===== config.mk =====
export PLATFORM = sky130hd
export DESIGN_NAME = bsg_mem_2rw_sync_mask_write_byte_arb
export DESIGN_NICKNAME = d
export VERILOG_FILES = /design/src/rtl/bsg_mem_2rw_sync_mask_write_byte_arb_pkg.sv /design/src/rtl/bsg_mem_2rw_resp_slot.sv /design/src/rtl/bsg_mem_2rw_sync_mask_write_byte_arb.sv
export SDC_FILE = /design/constraint.sdc
export NUM_CORES = 1
export LEC_CHECK = 0
export ABC_AREA = 1
export CAP_MARGIN = 20
export CORE_AREA = 2 2 117 119
export DETAILED_ROUTE_END_ITERATION = 16
export DIE_AREA = 0 0 119 121
export GPL_TIMING_DRIVEN = 0
export PLACE_DENSITY = 0.67
export RECOVER_POWER = 25
export SYNTH_ARGS = -nofsm -noshare
export SYNTH_HDL_FRONTEND = slang
export SYNTH_SLANG_ARGS = --single-unit

===== constraint.sdc =====
create_clock -name clk_i -period 2.4 [get_ports clk_i]
set_input_delay 0.36 -clock clk_i [delete_from_list [all_inputs] [get_ports clk_i]]
set_output_delay 0.36 -clock clk_i [all_outputs]
set_load 0.02 [all_outputs]

===== src/rtl/bsg_mem_2rw_sync_mask_write_byte_arb_pkg.sv =====
`default_nettype none
// ============================================================================
// Module      : bsg_mem_2rw_sync_mask_write_byte_arb_pkg
// Description : Shared definitions for the dual-port byte-masked RAM request
//               arbiter: priority encoding and the same-address conflict test.
// Revision    : 1.0 - initial release
// ============================================================================
package bsg_mem_2rw_sync_mask_write_byte_arb_pkg;

    // Encoding of the collision-priority register (round-robin build only).
    localparam logic PRIO_A = 1'b0;
    localparam logic PRIO_B = 1'b1;

    // Two requests on the same address conflict unless both are reads; the
    // RAM has no defined outcome for write/write or read/write to one word.
    function automatic logic is_collision(
        input logic a_v,
        input logic b_v,
        input logic a_w,
        input logic b_w,
        input logic addr_eq
    );
        return a_v & b_v & addr_eq & (a_w | b_w);
    endfunction

endpackage : bsg_mem_2rw_sync_mask_write_byte_arb_pkg
`default_nettype wire


===== src/rtl/bsg_mem_2rw_resp_slot.sv =====
`default_nettype none
// ============================================================================
// Module      : bsg_mem_2rw_resp_slot
// Description : Per-port read response slot. Tracks an in-flight read
//               (IDLE -> PEND -> HOLD), captures RAM read data in PEND and
//               presents it with valid/ready until consumed.
// Ports       : clk_i, reset_i (sync, active-low)
//               rd_accept_i    - a read was accepted on this port this cycle
//               mem_data_i     - RAM read data (valid the cycle after accept)
//               resp_ready_i   - consumer takes the response
//               slot_free_o    - a new read may be accepted this cycle
//               resp_v_o       - response valid
//               resp_data_o    - response data
// Revision    : 1.0 - initial release
// ============================================================================
module bsg_mem_2rw_resp_slot #(
    parameter int WIDTH_P = 32
) (
    input  logic               clk_i,
    input  logic               reset_i,
    input  logic               rd_accept_i,
    input  logic [WIDTH_P-1:0] mem_data_i,
    input  logic               resp_ready_i,
    output logic               slot_free_o,
    output logic               resp_v_o,
    output logic [WIDTH_P-1:0] resp_data_o
);

    typedef enum logic [1:0] {
        IDLE = 2'd0,
        PEND = 2'd1,
        HOLD = 2'd2
    } state_e;

    state_e             state_q, state_d;
    logic [WIDTH_P-1:0] data_q,  data_d;

    always_comb begin
        state_d = state_q;
        data_d  = data_q;
        case (state_q)
            IDLE: begin
                if (rd_accept_i) state_d = PEND;
            end
            PEND: begin
                // Only place the response register is written, so later RAM
                // traffic can never disturb a held response.
                data_d  = mem_data_i;
                state_d = HOLD;
            end
            HOLD: begin
                // A read accepted in the same cycle the response drains goes
                // straight back to PEND.
                if (resp_ready_i) state_d = rd_accept_i ? PEND : IDLE;
            end
            default: state_d = IDLE;
        endcase
    end

    always_ff @(posedge clk_i) begin
        if (!reset_i) begin
            state_q <= IDLE;
            data_q  <= '0;
        end else begin
            state_q <= state_d;
            data_q  <= data_d;
        end
    end

    assign slot_free_o = (state_q == IDLE) || ((state_q == HOLD) && resp_ready_i);
    assign resp_v_o    = (state_q == HOLD) && reset_i;
    assign resp_data_o = data_q;

endmodule : bsg_mem_2rw_resp_slot
`default_nettype wire


===== src/rtl/bsg_mem_2rw_sync_mask_write_byte_arb.sv =====
`default_nettype none
// ============================================================================
// Module      : bsg_mem_2rw_sync_mask_write_byte_arb
// Description : Request front end for a dual-port byte-masked synchronous RAM.
//               Accepts two valid/ready request streams, stalls port b on a
//               same-address conflict, drives the RAM ports combinationally
//               and returns read data through per-port response slots.
// Ports       : clk_i, reset_i (sync, active-low)
//               {a,b}_v_i/_ready_o/_w_i/_addr_i/_data_i/_mask_i - requests
//               mem_{a,b}_v_o/_w_o/_addr_o/_data_o/_mask_o/_data_i - RAM side
//               {a,b}_resp_v_o/_resp_data_o/_resp_ready_i          - responses
// Options     : BSG_MEM_2RW_ARB_ROUND_ROBIN_EN - alternate the collision winner
//               with a 1-bit priority register (default: port a always wins).
// Revision    : 1.0 - initial release
// ============================================================================
module bsg_mem_2rw_sync_mask_write_byte_arb
    import bsg_mem_2rw_sync_mask_write_byte_arb_pkg::*;
#(
    parameter int width_p       = 32,
    parameter int els_p         = 16,
    parameter int addr_width_lp = $clog2(els_p),
    parameter int mask_width_lp = width_p >> 3
) (
    input  logic                     clk_i,
    input  logic                     reset_i,

    input  logic                     a_v_i,
    output logic                     a_ready_o,
    input  logic                     a_w_i,
    input  logic [addr_width_lp-1:0] a_addr_i,
    input  logic [width_p-1:0]       a_data_i,
    input  logic [mask_width_lp-1:0] a_mask_i,

    input  logic                     b_v_i,
    output logic                     b_ready_o,
    input  logic                     b_w_i,
    input  logic [addr_width_lp-1:0] b_addr_i,
    input  logic [width_p-1:0]       b_data_i,
    input  logic [mask_width_lp-1:0] b_mask_i,

    output logic                     mem_a_v_o,
    output logic                     mem_a_w_o,
    output logic [addr_width_lp-1:0] mem_a_addr_o,
    output logic [width_p-1:0]       mem_a_data_o,
    output logic [mask_width_lp-1:0] mem_a_mask_o,
    input  logic [width_p-1:0]       mem_a_data_i,

    output logic                     mem_b_v_o,
    output logic                     mem_b_w_o,
    output logic [addr_width_lp-1:0] mem_b_addr_o,
    output logic [width_p-1:0]       mem_b_data_o,
    output logic [mask_width_lp-1:0] mem_b_mask_o,
    input  logic [width_p-1:0]       mem_b_data_i,

    output logic                     a_resp_v_o,
    output logic [width_p-1:0]       a_resp_data_o,
    input  logic                     a_resp_ready_i,

    output logic                     b_resp_v_o,
    output logic [width_p-1:0]       b_resp_data_o,
    input  logic                     b_resp_ready_i
);

    logic a_slot_free, b_slot_free;
    logic a_ok, b_ok;
    logic collision;
    logic a_wins;
    logic a_fire, b_fire;

    // Writes never need a response slot; reads need one free this cycle.
    assign a_ok = a_w_i | a_slot_free;
    assign b_ok = b_w_i | b_slot_free;

    assign collision = is_collision(a_v_i, b_v_i, a_w_i, b_w_i, a_addr_i == b_addr_i);

`ifdef BSG_MEM_2RW_ARB_ROUND_ROBIN_EN
    logic prio_q, prio_d;

    assign a_wins = (prio_q == PRIO_A);

    // Hand priority to the loser once the winner's request actually went
    // through; a collision where the winner itself stalled changes nothing.
    always_comb begin
        prio_d = prio_q;
        if (collision && (a_wins ? a_fire : b_fire)) prio_d = ~prio_q;
    end

    always_ff @(posedge clk_i) begin
        if (!reset_i) prio_q <= PRIO_A;
        else          prio_q <= prio_d;
    end
`else
    assign a_wins = 1'b1;
`endif

    assign a_ready_o = reset_i & a_ok & ~(collision & ~a_wins);
    assign b_ready_o = reset_i & b_ok & ~(collision &  a_wins);

    assign a_fire = a_v_i & a_ready_o;
    assign b_fire = b_v_i & b_ready_o;

    assign mem_a_v_o    = a_fire;
    assign mem_a_w_o    = a_w_i;
    assign mem_a_addr_o = a_addr_i;
    assign mem_a_data_o = a_data_i;
    assign mem_a_mask_o = a_mask_i;

    assign mem_b_v_o    = b_fire;
    assign mem_b_w_o    = b_w_i;
    assign mem_b_addr_o = b_addr_i;
    assign mem_b_data_o = b_data_i;
    assign mem_b_mask_o = b_mask_i;

    bsg_mem_2rw_resp_slot #(.WIDTH_P(width_p)) u_slot_a (
        .clk_i        (clk_i),
        .reset_i      (reset_i),
        .rd_accept_i  (a_fire & ~a_w_i),
        .mem_data_i   (mem_a_data_i),
        .resp_ready_i (a_resp_ready_i),
        .slot_free_o  (a_slot_free),
        .resp_v_o     (a_resp_v_o),
        .resp_data_o  (a_resp_data_o)
    );

    bsg_mem_2rw_resp_slot #(.WIDTH_P(width_p)) u_slot_b (
        .clk_i        (clk_i),
        .reset_i      (reset_i),
        .rd_accept_i  (b_fire & ~b_w_i),
        .mem_data_i   (mem_b_data_i),
        .resp_ready_i (b_resp_ready_i),
        .slot_free_o  (b_slot_free),
        .resp_v_o     (b_resp_v_o),
        .resp_data_o  (b_resp_data_o)
    );

endmodule : bsg_mem_2rw_sync_mask_write_byte_arb
`default_nettype wire


==> results.py <==
metrics = {
    "clock_network": {
        "cts.clk_slew.worst_paths_ps": 50,
        "cts_tree": "built",
        "clockRootBuffer": "clkbuf_16",
        "cts-resized-gates": 2,
        "hold_buffers": 0,
        "cts_buffers": 9,
        "clock_latency_ps": 330,
        "h-tree-depth": 3,
        "clockBufferDepth": 2,
        "cts_num_sinks": 68,
        "cts_setup_buffers": 0,
    },
    "logic_synthesis": {
        "yosysUniqueCellTypes": 26,
        "syn_area_per_cell_sq_um": 7.676,
        "ys_warn_count": 0,
        "synthCells": 414,
        "syn_nets": 566,
        "synth.top_cell.area_share_pct": 42.83,
        "synth-simple-area-share_pct": 19.69,
        "yosys.area.top_type": "dfxtp_1",
        "synth_top_family_by_area": "buffers and inverters",
        "synthTopCellsByArea": "dfxtp_1 43%, buf_4 21%, nor2_1 16%, o21ai_0 8.3%, buf_6 2.1%",
        "synth-xor-area-share_pct": 0.2756,
        "synthAdderAreaFrac_pct": 0,
        "synth-seq-cells": 68,
        "synthMuxAreaShare_pct": 0,
        "yosysSeqAreaShare_pct": 42.83,
        "synth_compound_area_share_pct": 10.91,
        "syn_area_sq_um": 3178,
    },
    "floorplan": {
        "die-width_microns": 119,
        "start_util_pct": 24.29,
        "die-area_sq_um": 14400,
        "rows": 42,
        "die_h_microns": 121,
        "num_io_pins": 304,
        "coreArea_sq_um": 13090,
    },
    "pwr": {
        "pwr-share-seq_pct": 36.0,
        "leakage_nw": 2.488,
        "power_frac_comb_pct": 26.2,
        "switching_share_pct": 26.09,
        "fin_total_pwr_mw": 3.417,
        "peakVddDrop_v": 0.0002916,
        "p_switching_mw": 0.8916,
        "p_clk_share_pct": 37.7,
        "p_int_mw": 2.526,
        "power_density_nw_per_um2": 571.2,
    },
    "hold_path": {
        "min_from": "u_slot_b.resp_data_o[18]",
        "hold_class": "flip-flop to flip-flop",
        "hold_path_end": "u_slot_b.resp_data_o[18]",
        "hold_depth": 2,
    },
    "timing": {
        "whs_ps": 478.2,
        "fin_setup_tns_ps": 0,
        "rsz0062_at_grt": "false",
        "finalCritPeriodShare_pct": 93.93,
        "worstMarginPinSlew_ps": 462.0,
        "hold_viol_final": 0,
        "final_max_slew_viol_count": 0,
        "setup-violations-final": 0,
        "fin_skew_ps": 5.222,
        "slew_headroom_pct": 69.20,
        "fin_crit_ps": 2254,
        "fin_ws_ps": 145.8,
        "fmax_ghz": 0.4436,
    },
    "setup_path": {
        "cp_slowest_cell": "clkdlybuf4s50_1",
        "worst-path-max-fanout": 5,
        "crit_chain": "clkdlybuf4s50_1 > inv_2 > nor2_1 > inv_1 > nor2_1 > clkdlybuf4s50_1",
        "end_kind": "output port",
        "reg2reg_depth": 6,
        "startpoint_type": "primary input",
        "cp.arrival_ps": 1890,
        "timing.rr.end": "u_slot_a.resp_data_o[3]",
        "cpPeakStageDelay_ps": 630,
        "r2r_slack_ps": 1070,
        "r2r-start": "u_slot_a.state_q[1]",
        "critPathKind": "primary input to output port",
        "required_ps": 2040,
    },
    "drt": {
        "wirelength_microns": 10310,
        "drc": 0,
        "via_count": 3328,
        "wl_per_cell_microns": 12.32,
        "antenna_left": 0,
        "via_per_inst": 3.976,
        "dr.pass1.iters": 4,
        "drt-initial-drc-count": 95,
    },
    "placed_design": {
        "dpl.hpwl_microns": 8456,
        "place_area_sq_um": 5710,
        "place_ws_ps": -13.87,
        "place.port_buffers": 231,
        "dp.cells": 821,
        "gp_congestion": 0.7712,
    },
    "cells_and_area": {
        "area_growth_pct": 88.27,
        "fin_area_sq_um": 5983,
        "n_antenna_cell": 0,
        "finalNetCount": 808,
        "drive_above_1_share_pct": 17.70,
        "fin_util_pct": 45.73,
        "fin_cells": 837,
        "fill_cells": 1239,
    },
    "global_route": {
        "grt_pass1_wl_microns": 15730,
        "overflow": 0,
        "grt_usage_pct": 13.60,
        "antenna_found_initial": 0,
        "grt_pass1_vias": 3229,
        "grt_max_degree": 12,
    },
    "outcome": {
        "outcome": "complete, no violations",
    },
    "flow_run": {
        "drv_cap": 0,
    },
}
## cell usage after synthesis
library cell / instances
nor2_1: 136
buf_4: 91
dfxtp_1: 68
o21ai_0: 53
nand2_1: 14
inv_1: 12
o21ai_1: 11
buf_6: 6
inv_2: 4
buf_2: 2
o22ai_1: 2
a21oi_1: 1
and2_1: 1
clkbuf_1: 1
clkbuf_2: 1
inv_4: 1
nand2_2: 1
nand2_4: 1
nand3_1: 1
nand3_2: 1
nor2_2: 1
nor3_1: 1
o21ai_2: 1
or2_0: 1
or2_2: 1
xnor2_1: 1
## routing by layer
metal	part of all wire, %	vias up	track usage (%)	routed length (microns)
met3	6.5	11	2.961	667
met1	40	1462	15.99	4155
li1	-	1698	-	-
met2	52	157	24.28	5344
met4	1.4	0	4.911	145
met5	0	-	0	0
## area by class of cell
type	instances	area, sq um	area share [%]
multi-input cells	228	978.4	16.35
plain buffers	101	747.0	12.48
well taps	176	220.2	3.680
flip-flops and latches	68	1361	22.75
clock buffers	12	246.5	4.120
repair buffers	231	2315	38.69
inverters	17	66.31	1.108
clock inverters	4	48.80	0.8156
## critical path: cells and delay by family
family,cells,cell delay [ps]
and+or+nand+nor,2,210
buffers and inverters,4,1320
## power groups by stage
stage | clock network (mW) | registers (mW) | logic [mW]
after global routing | 1.38 | 1.24 | 0.957
after detailed placement | 0 | 1.26 | 0.912
final | 1.29 | 1.23 | 0.896
after global placement | 0 | 1.25 | 0.904
after CTS | 1.34 | 1.23 | 0.913
after floorplan | 0 | 1.33 | 0.379
## layout by cell type, fill, tap and decap left out, types with 2 or more instances in the layout
cell type / synthesis / routed
clkdlybuf4s50_1: 0 / 227
nor2_1: 136 / 136
buf_4: 91 / 85
dfxtp_1: 68 / 68
o21ai_0: 53 / 62
nand2_1: 14 / 15
inv_1: 12 / 13
clkbuf_1: 1 / 9
clkbuf_16: 0 / 9
buf_6: 6 / 6
inv_2: 4 / 3
buf_2: 2 / 2
o22ai_1: 2 / 2
o21ai_1: 11 / 2
clkinv_2: 0 / 2
dlygate4sd2_1: 0 / 2
dlymetal6s2s_1: 0 / 2
## how the worst max path moves through the flow
stage	startpoint	to	slack, ps	cells past startpoint
floorplan	reset_i	mem_a_v_o	1090	4
global placement	b_addr_i[2]	b_ready_o	4	8
detailed placement	b_addr_i[2]	mem_b_v_o	-10	9
CTS	reset_i	mem_a_v_o	30	6
global route	reset_i	a_resp_v_o	7	6
finish	reset_i	a_resp_v_o	150	6
## registers in the layout, indices dropped and copies added, names as in the netlist
register,cells
u_slot_a.resp_data_o,32
u_slot_a.state_q,2
u_slot_b.resp_data_o,32
u_slot_b.state_q,2
## cells by family (layout without fill, tap and decap cells)
family / Yosys count / in the layout
compound gates: 68 / 68
buf+inv: 118 / 365
xor+xnor: 1 / 1
simple gates: 159 / 159
flops: 68 / 68
(Power assumes the default switching activity.)
